--- src/rtl/fdiv_iter.sv ---
// Sequential IEEE-754 binary32 divider: restoring mantissa division, one quotient bit per cycle.
// Fixed 26-cycle latency from start acceptance to done; no denormals, truncation, saturating overflow.
module fdiv_iter (
    input  logic        clk,
    input  logic        rst,
    input  logic        start,
    input  logic [31:0] x1,
    input  logic [31:0] x2,
    output logic        busy,
    output logic        done,
    output logic [31:0] y,
    output logic        ovf,
    output logic        dz
);

    typedef enum logic [1:0] {
        IDLE = 2'd0,
        CALC = 2'd1,
        NORM = 2'd2
    } state_t;

    state_t      state_q, state_d;
    logic [4:0]  cnt_q, cnt_d;
    logic [25:0] rem_q, rem_d;
    logic [23:0] div_q, div_d;
    logic [24:0] quo_q, quo_d;
    logic        sgn_q, sgn_d;
    logic [7:0]  e1_q, e1_d;
    logic [7:0]  e2_q, e2_d;
    logic [31:0] y_q, y_d;
    logic        ovf_q, ovf_d;
    logic        dz_q, dz_d;
    logic        done_q, done_d;

    // Datapath for one restoring step
    logic        rem_ge;
    logic [25:0] rem_diff;

    // Result formatting from the finished quotient
    logic signed [9:0] exp_s;
    logic [22:0]       mant;
    logic [31:0]       res_y;
    logic              res_ovf;
    logic              res_dz;

    always_comb begin
        rem_ge   = (rem_q >= {2'b00, div_q});
        rem_diff = rem_ge ? (rem_q - {2'b00, div_q}) : rem_q;
    end

    always_comb begin
        exp_s = $signed({2'b00, e1_q}) - $signed({2'b00, e2_q})
              + (quo_q[24] ? 10'sd127 : 10'sd126);
        mant  = quo_q[24] ? quo_q[23:1] : quo_q[22:0];

        res_y   = {sgn_q, exp_s[7:0], mant};
        res_ovf = 1'b0;
        res_dz  = 1'b0;
        if (e2_q == 8'd0) begin
            res_y  = {sgn_q, 8'hFF, 23'd0};
            res_dz = 1'b1;
        end else if (e1_q == 8'd0) begin
            res_y = {sgn_q, 31'd0};
        end else if (exp_s >= 10'sd255) begin
            res_y   = {sgn_q, 8'hFF, 23'd0};
            res_ovf = 1'b1;
        end else if (exp_s <= 10'sd0) begin
            res_y = {sgn_q, 31'd0};
        end
    end

    always_comb begin
        // NOTE: every next-state value starts as a copy of its flop so no path leaves it unassigned (no latches).
        state_d = state_q;
        cnt_d   = cnt_q;
        rem_d   = rem_q;
        div_d   = div_q;
        quo_d   = quo_q;
        sgn_d   = sgn_q;
        e1_d    = e1_q;
        e2_d    = e2_q;
        y_d     = y_q;
        ovf_d   = ovf_q;
        dz_d    = dz_q;
        done_d  = 1'b0;

        unique case (state_q)
            IDLE: begin
                if (start) begin
                    rem_d   = {3'b001, x1[22:0]};
                    div_d   = {1'b1, x2[22:0]};
                    quo_d   = '0;
                    sgn_d   = x1[31] ^ x2[31];
                    e1_d    = x1[30:23];
                    e2_d    = x2[30:23];
                    cnt_d   = 5'd24;
                    state_d = CALC;
                end
            end
            CALC: begin
                // Remainder stays below the divisor after subtraction, so the shift never loses a set bit.
                rem_d = rem_diff << 1;
                quo_d = {quo_q[23:0], rem_ge};
                if (cnt_q == 5'd0) begin
                    state_d = NORM;
                end else begin
                    cnt_d = cnt_q - 5'd1;
                end
            end
            NORM: begin
                y_d     = res_y;
                ovf_d   = res_ovf;
                dz_d    = res_dz;
                done_d  = 1'b1;
                state_d = IDLE;
            end
            default: state_d = IDLE;
        endcase
    end

    // NOTE: sequential state uses non-blocking assignments only, so every flop samples pre-edge values.
    always_ff @(posedge clk or posedge rst) begin
        if (rst) begin
            state_q <= IDLE;
            cnt_q   <= '0;
            rem_q   <= '0;
            div_q   <= '0;
            quo_q   <= '0;
            sgn_q   <= 1'b0;
            e1_q    <= '0;
            e2_q    <= '0;
            y_q     <= '0;
            ovf_q   <= 1'b0;
            dz_q    <= 1'b0;
            done_q  <= 1'b0;
        end else begin
            state_q <= state_d;
            cnt_q   <= cnt_d;
            rem_q   <= rem_d;
            div_q   <= div_d;
            quo_q   <= quo_d;
            sgn_q   <= sgn_d;
            e1_q    <= e1_d;
            e2_q    <= e2_d;
            y_q     <= y_d;
            ovf_q   <= ovf_d;
            dz_q    <= dz_d;
            done_q  <= done_d;
        end
    end

    assign busy = (state_q != IDLE);
    assign done = done_q;
    assign y    = y_q;
    assign ovf  = ovf_q;
    assign dz   = dz_q;

endmodule

--- config.mk ---
export PLATFORM = sky130hd
export DESIGN_NAME = fdiv_iter
export DESIGN_NICKNAME = d
export VERILOG_FILES = /design/src/rtl/fdiv_iter.sv
export SDC_FILE = /design/constraint.sdc
export NUM_CORES = 1
export LEC_CHECK = 0
export BUFFER_PORTS_ARGS = -buffer_cell sky130_fd_sc_hd__buf_4
export CAP_MARGIN = 10
export CORE_MARGIN = 2
export CORE_UTILIZATION = 53
export CTS_CLUSTER_DIAMETER = 40
export DETAILED_ROUTE_END_ITERATION = 10
export PLACE_DENSITY = 0.83
export SETUP_SLACK_MARGIN = 0.3
export SLEW_MARGIN = 20
export SYNTH_ARGS = -nofsm -noshare
export SYNTH_HDL_FRONTEND = slang
export SYNTH_SLANG_ARGS = --single-unit
--- constraint.sdc ---
create_clock -name clk -period 4.05 [get_ports clk]
set_clock_uncertainty 0.2 [all_clocks]
set_input_delay 0 -clock clk [delete_from_list [all_inputs] [get_ports clk]]
set_output_delay 0 -clock clk [all_outputs]
set_load 0.05 [all_outputs]
==> tab_implementation.tex, run 1 <==
\begin{tabular}{lr}
\hline
Metric & Value \\
\hline
\multicolumn{2}{l}{\textbf{Cells and area}} \\
Most used cells in the layout excluding fill and tap cells & 225 x sky130\_fd\_sc\_hd\_\_nand2\_1, 134 x sky130\_fd\_sc\_hd\_\_dfrtp\_1, 111 x sky130\_fd\_sc\_hd\_\_buf\_4 \\
Fin nets & 1179 \\
Post-layout utilization of the core & 0.697 \\
Share of layout cells above drive strength 1 & 0.176 \\
Relative area change from synthesis to final layout & 28.8\% \\
Most common library cell in the layout ignoring fill and taps & sky130\_fd\_sc\_hd\_\_nand2\_1 \\
\multicolumn{2}{l}{\textbf{Die}} \\
Horizontal die dimension & 126 um \\
Floorplan die area & 15800 um\^{}2 \\
Die H & 126 um \\
Initial core utilization & 0.541 \\
Number of I/O pins & 103 \\
Row cnt & 44 \\
Area of the core & 14500 um\^{}2 \\
\multicolumn{2}{l}{\textbf{Place}} \\
Detailed-placement wirelength estimate & 12500 um \\
RePlAce Congestion & 0.898 \\
Worst setup slack before clock tree synthesis & 0.429 ns \\
Number of buffers added on ports & 102 \\
\multicolumn{2}{l}{\textbf{Timing}} \\
Count of pins over their slew limit & 0 \\
Total of endpoints with negative setup slack in the final report & 0 \\
Final setup margin & 0.514 ns \\
Post-layout minimum cycle time & 3.54 ns \\
Total Negative Setup Slacks & 0 ns \\
Worst slew margin relative to its limit & 0.346 \\
Actual slew at the worst max-slew pin & 0.977 ns \\
Timing-limited maximum frequency & 283 MHz \\
Number of endpoints with negative hold slack in the final report & 0 \\
Crit share post-route & 0.873 \\
Setup repair after global routing missed its margin & no \\
Minimum hold slack & 0.0941 ns \\
\multicolumn{2}{l}{\textbf{Logic synthesis}} \\
Arithmetic-cell share of the synthesized area counting full adders, half adders and majority gates & 0.0637 \\
Synthesized netlist cell count & 912 \\
Post-synthesis share of cell area spent on and, or, nand and nor gates & 0.199 \\
Dominant combinational cell family by area after synthesis & simple AND/OR/NAND/NOR gates \\
Number of distinct standard cells referenced by the synthesized netlist & 71 \\
Netlist area before placement & 7860 um\^{}2 \\
Compound-cell area share of the yosys netlist & 0.195 \\
Parity-gate share of the synthesized area counting xor and xnor cells & 0.0301 \\
Mux contribution to synthesized area & 0.0356 \\
Share of the yosys chip area belonging to registers & 0.426 \\
Post-synthesis area per instance & 8.62 um\^{}2 \\
Warning count from the yosys run & 0 \\
Number of enable-type register cells in the synthesized netlist & 0 \\
Number of synthesized register bits & 134 \\
Flip-flop cell with the highest count after synthesis & sky130\_fd\_sc\_hd\_\_dfrtp\_1 \\
Share of synthesized flip-flops with an asynchronous set or reset & 1.00 \\
Net count of the mapped netlist & 1017 \\
\multicolumn{2}{l}{\textbf{Global route}} \\
Number of antenna violations at the first check in global routing & 1 \\
Aggregate global routing overflow & 0 \\
Global-route wire length before repair & 34500 um \\
Combined global-route utilization of all metal layers & 0.267 \\
Via count of the first global-routing pass & 7191 \\
Maximum number of pins on one net before global-route repair & 135 \\
\multicolumn{2}{l}{\textbf{Power}} \\
Maximum VDD drop & 496 uV \\
Power density cells & 1020 nW/um\^{}2 \\
Leakage power total & 4.71 nW \\
\multicolumn{2}{l}{\textbf{Clock tree}} \\
H-tree depth & 4 \\
Post-CTS setup-driven buffer insertion count & 0 \\
Clock sink total & 134 \\
Clock buffers created by TritonCTS & 17 \\
Max Buffers Root-to-Sink & 2 \\
CTS tree & yes \\
Clock transition time at the flip-flop clock pins of the worst setup and hold paths & 0.06 ns \\
Insertion delay of the later-clocked pin in the worst-skew pair & 0.43 ns \\
Cell at the root of the clock tree & sky130\_fd\_sc\_hd\_\_clkbuf\_16 \\
\multicolumn{2}{l}{\textbf{Setup path}} \\
Endpoint of the lowest-slack register-to-register path & y[18] \\
Category of the critical setup timing path & flip-flop to flip-flop \\
Crit path launch & e1\_q[0] \\
Crit path max fanout & 16 \\
Data arrival at the endpoint of the critical path & 3.69 ns \\
Worst-case register-to-register setup slack & 0.51 ns \\
Type of destination of the critical path & flip-flop \\
Critical Path Start Type & flip-flop \\
Worst R2R Start & e1\_q[0] \\
Length in cells of the worst reg-to-reg path & 13 \\
CP Data Required Time & 4.21 ns \\
\multicolumn{2}{l}{\textbf{Detailed routing}} \\
WL per Instance & 16.1 um \\
Routed wire length & 20400 um \\
Per-cell via count in the routed design & 5.66 \\
DRC Markers & 0 \\
Initial DRC count & 747 \\
Vias & 7199 \\
First-pass iteration count of the detailed router & 7 \\
Post-route antenna net violation count & 0 \\
\multicolumn{2}{l}{\textbf{Worst hold path}} \\
Type of the most critical hold path & input port to asynchronous set/reset pin \\
\multicolumn{2}{l}{\textbf{Run}} \\
Max\_cap viols & 0 \\
\multicolumn{2}{l}{\textbf{Run status}} \\
Result of the run & finished, final reports clean \\
\hline
\end{tabular}
==> power breakdown <==
part	leakage [nW]	internal (W)	total, W	switching, W
Sequential	1.69	0.00192	0.00233	0.000406
Clock	0.287	0.000972	0.00159	0.000614
Combinational	2.73	0.00253	0.00646	0.00393
Total	4.71	0.00542	0.0104	0.00495
==> repair_timing <==
item                                   4_1_cts  5_1_grt
endpoints found under the hold margin      200        0
gates resized for setup                      0        2
hold buffers                                74        0
setup endpoints to repair                    0       16
==> worst max-delay path by stage <==
stage / slack (ns) / endpoint / cells after the start
after floorplan: 1.02 / y[10] / 13
after global placement: 0.52 / y[16] / 13
after detailed placement: 0.43 / y[18] / 13
after CTS: 0.42 / y[18] / 13
after global routing: 0.30 / y[18] / 13
final: 0.51 / y[18] / 13
==> synthesized netlist by cell type (all sizes together) (7+ instances only) <==
| library cell | n | area (um^2) |
|---|---|---|
| nand2 | 226 | 851 |
| dfrtp | 134 | 3350 |
| o21ai | 96 | 556 |
| inv | 53 | 199 |
| nor2 | 40 | 150 |
| ha | 36 | 450 |
| a21oi | 34 | 185 |
| clkbuf | 29 | 109 |
| mux2i | 28 | 280 |
| nand3 | 21 | 105 |
| a31oi | 17 | 106 |
| and3 | 17 | 108 |
| buf | 15 | 90.1 |
| xnor2 | 15 | 131 |
| a21o | 13 | 97.6 |
| nor3 | 12 | 65.1 |
| xor2 | 12 | 105 |
| o211ai | 10 | 80.1 |
| o21a | 9 | 67.6 |
| o31ai | 9 | 72.6 |
| nand2b | 7 | 43.8 |
| or3 | 7 | 43.8 |
==> routing by layer <==
layer	part of all wire	wire length (um)	up-vias	GRT usage
li1	-	-	3490	-
met1	0.43	8860	3421	0.333
met2	0.49	9990	220	0.443
met3	0.042	851	68	0.0497
met4	0.036	740	0	0.138
met5	0	0	-	0
==> stage by stage <==
stage	instances	cell area (um^2)	power [W]
2_1_floorplan	912	7870	0.00712
6_report	1272	10100	0.0104
5_1_grt	1272	10100	0.0112
3_3_place_gp	1165	8770	0.00831
3_5_place_dp	1165	8770	0.00844
4_1_cts	1271	10100	0.0102
==> kinds of logic (layout without fill, tap and decap cells) <==
kind of cell	Yosys count	in the layout
simple gates	358	358
compound gates	229	229
flops	134	134
buf+inv	97	272
fa+ha+maj	39	39
mux	28	28
xor+xnor	27	27
other cells	0	1
==> final cells by class <==
class / instances / area [um^2]
Multi-Input combinational cell: 681 / 4130
Sequential cell: 134 / 3350
Antenna cell: 1 / 2.50
Fill cell: 1072 / 4410
Tap cell: 184 / 230
Inverter: 53 / 203
Clock buffer: 18 / 429
Timing Repair Buffer: 187 / 1610
Clock inverter: 14 / 175
==> critical path: stages, from the launching register on <==
cell                       delay [ns]
sky130_fd_sc_hd__dfrtp_1         0.38
sky130_fd_sc_hd__inv_1           0.07
sky130_fd_sc_hd__ha_1            0.16
sky130_fd_sc_hd__inv_1           0.05
sky130_fd_sc_hd__fa_1            0.39
sky130_fd_sc_hd__a21o_1          0.20
sky130_fd_sc_hd__a21oi_1         0.19
sky130_fd_sc_hd__xnor2_1         0.35
sky130_fd_sc_hd__nand4_1         0.25
sky130_fd_sc_hd__o21a_1          0.25
sky130_fd_sc_hd__nor3_2          0.35
sky130_fd_sc_hd__o211ai_4        0.20
sky130_fd_sc_hd__buf_6           0.25
sky130_fd_sc_hd__o21ai_2         0.15
==> sequential cells by signal, summed over array words and instances (netlist names) <==
register,cells
state_q,2
rem_q,26
quo_q,25
cnt_q,5
e1_q,8
ovf,1
div_q,24
sgn_q,1
dz,1
done,1
e2_q,8
y,32
No activity file was read; power rests on OpenSTA's default activity.
==> run 2, diff against run 1 <==
Settings changed: PLACE_DENSITY 0.83 to 0.77.
==> tab_implementation.tex, run 2 (synthesis gave the netlist of run 1 again) <==
\begin{tabular}{lr}
\hline
Metric & Value \\
\hline
\multicolumn{2}{l}{\textbf{Power}} \\
Power density cells & 1030 nW/um\^{}2 \\
Leakage power total & 4.76 nW \\
Fraction of power spent switching nets & 0.465 \\
Net Switching & 0.00491 W \\
Internal & 0.00565 W \\
Part of the power in the clock network & 0.169 \\
Sequential Power Share & 0.219 \\
Total design power & 0.0106 W \\
Comb pwr share & 0.612 \\
Maximum VDD drop & 459 uV \\
\multicolumn{2}{l}{\textbf{Global route}} \\
Via count of the first global-routing pass & 7040 \\
Number of antenna violations at the first check in global routing & 1 \\
Global-route wire length before repair & 33500 um \\
Combined global-route utilization of all metal layers & 0.258 \\
Aggregate global routing overflow & 0 \\
Maximum number of pins on one net before global-route repair & 135 \\
\multicolumn{2}{l}{\textbf{Timing}} \\
Setup repair after global routing missed its margin & no \\
Worst slew margin relative to its limit & 0.440 \\
Total of endpoints with negative setup slack in the final report & 0 \\
Total Negative Setup Slacks & 0 ns \\
Actual slew at the worst max-slew pin & 0.840 ns \\
Count of pins over their slew limit & 0 \\
Crit share post-route & 0.863 \\
Post-layout minimum cycle time & 3.50 ns \\
Timing-limited maximum frequency & 286 MHz \\
Number of endpoints with negative hold slack in the final report & 0 \\
\multicolumn{2}{l}{\textbf{Setup path}} \\
Category of the critical setup timing path & flip-flop to flip-flop \\
Data arrival at the endpoint of the critical path & 3.58 ns \\
Crit path max fanout & 23 \\
Length in cells of the worst reg-to-reg path & 10 \\
CP Data Required Time & 4.13 ns \\
Critical Path Start Type & flip-flop \\
Worst-case register-to-register setup slack & 0.55 ns \\
Type of destination of the critical path & flip-flop \\
\multicolumn{2}{l}{\textbf{Run}} \\
Max\_cap viols & 0 \\
\multicolumn{2}{l}{\textbf{Clock tree}} \\
Max Buffers Root-to-Sink & 2 \\
H-tree depth & 4 \\
Clock transition time at the flip-flop clock pins of the worst setup and hold paths & 0.06 ns \\
Post-CTS setup-driven buffer insertion count & 0 \\
Cell at the root of the clock tree & sky130\_fd\_sc\_hd\_\_clkbuf\_16 \\
Clock sink total & 134 \\
CTS tree & yes \\
Clock buffers created by TritonCTS & 17 \\
Insertion delay of the later-clocked pin in the worst-skew pair & 0.42 ns \\
\multicolumn{2}{l}{\textbf{Detailed routing}} \\
WL per Instance & 15.8 um \\
Post-route antenna net violation count & 0 \\
Per-cell via count in the routed design & 5.65 \\
Initial DRC count & 657 \\
First-pass iteration count of the detailed router & 5 \\
DRC Markers & 0 \\
Routed wire length & 20100 um \\
Vias & 7196 \\
\multicolumn{2}{l}{\textbf{Cells and area}} \\
Most used cells in the layout excluding fill and tap cells & 225 x sky130\_fd\_sc\_hd\_\_nand2\_1, 134 x sky130\_fd\_sc\_hd\_\_dfrtp\_1, 111 x sky130\_fd\_sc\_hd\_\_buf\_4 \\
Relative area change from synthesis to final layout & 30.1\% \\
Fin nets & 1181 \\
Share of layout cells above drive strength 1 & 0.177 \\
Max FFs per register & 32 \\
Most common library cell in the layout ignoring fill and taps & sky130\_fd\_sc\_hd\_\_nand2\_1 \\
\multicolumn{2}{l}{\textbf{Worst hold path}} \\
Cell depth of the worst min-delay path & 4 \\
Type of the most critical hold path & input port to flip-flop \\
\multicolumn{2}{l}{\textbf{Place}} \\
Detailed-placement wirelength estimate & 12500 um \\
Number of buffers added on ports & 102 \\
RePlAce Congestion & 0.886 \\
\multicolumn{2}{l}{\textbf{Run status}} \\
Result of the run & finished, final reports clean \\
\multicolumn{2}{l}{\textbf{Die}} \\
Horizontal die dimension & 126 um \\
Number of I/O pins & 103 \\
Die H & 126 um \\
Floorplan die area & 15800 um\^{}2 \\
Initial core utilization & 0.541 \\
Row cnt & 44 \\
Area of the core & 14500 um\^{}2 \\
\hline
\end{tabular}
-- run 2: changes by cell type in the layout (fill, tap and decap cells not counted), moves of 2 or more --
| cell | previous run | this run |
|---|---|---|
| sky130_fd_sc_hd__bufinv_16 | 3 | 6 |
| sky130_fd_sc_hd__clkinv_4 | 3 | 1 |
| sky130_fd_sc_hd__clkinvlp_4 | 4 | 2 |
| sky130_fd_sc_hd__dlygate4sd3_1 | 74 | 76 |
| sky130_fd_sc_hd__inv_6 | 3 | 5 |
-- run 2: cell type report --
type / instances / area [um^2]
tap: 184 / 230
sequential: 134 / 3350
fill: 1142 / 4310
timing repair buffer: 189 / 1630
antenna: 1 / 2.50
inverter: 53 / 203
clock buffer: 18 / 429
multi-input combinational: 681 / 4130
clock inverter: 14 / 245
-- run 2: path summary, 6_finish.rpt --
kind                                   to       from
worst max-delay path                y[22]    e1_q[4]
worst min-delay path              e2_q[6]     x2[29]
worst max register to register      y[22]    e1_q[4]
worst min register to register  div_q[23]  div_q[23]
max in group asynchronous           y[30]        rst
min in group asynchronous       div_q[21]        rst
-- run 2: layer usage --
metal / up-vias / part of all wire / GRT usage
li1: 3482 / - / -
met1: 3418 / 0.43 / 0.343
met2: 240 / 0.49 / 0.425
met3: 56 / 0.044 / 0.0353
met4: 0 / 0.035 / 0.115
met5: - / 0 / 0
-- run 2: repair_timing --
| item | CTS | global route |
|---|---|---|
| endpoints found under the hold margin | 199 | 0 |
| hold buffers | 76 | 0 |
| gates resized for setup | 0 | 2 |
| endpoints found under the setup margin | 0 | 25 |
-- run 2: worst max-delay path, cell delays in order, from the launching register on --
cell	delay, ns
sky130_fd_sc_hd__dfrtp_1	0.42
sky130_fd_sc_hd__ha_1	0.39
sky130_fd_sc_hd__nor2b_1	0.17
sky130_fd_sc_hd__a221o_1	0.35
sky130_fd_sc_hd__a211oi_2	0.37
sky130_fd_sc_hd__nand2_2	0.22
sky130_fd_sc_hd__o41ai_2	0.44
sky130_fd_sc_hd__nor3_2	0.12
sky130_fd_sc_hd__o211ai_2	0.17
sky130_fd_sc_hd__buf_4	0.35
sky130_fd_sc_hd__o21ai_0	0.15
-- run 2: power by group through the flow --
stage               combinational (W)  sequential, W  clock (W)
global placement              0.00606        0.00230          0
finish                        0.00646        0.00231    0.00179
global route                  0.00716        0.00238    0.00187
floorplan                     0.00459        0.00253          0
CTS                           0.00634        0.00230    0.00180
detailed placement            0.00616        0.00232          0
-- run 2: stage by stage --
step	utilization	instance area [um^2]	setup WS [ns]	hold slack (ns)	std cells
global placement	0.604	8780	0.640	-0.00453	1165
finish	0.704	10200	0.554	0.122	1274
CTS	0.703	10200	0.470	0.112	1273
global route	0.704	10200	0.330	0.122	1274
floorplan	-	7870	1.02	-0.0946	912
detailed placement	0.604	8780	0.510	-0.000862	1165
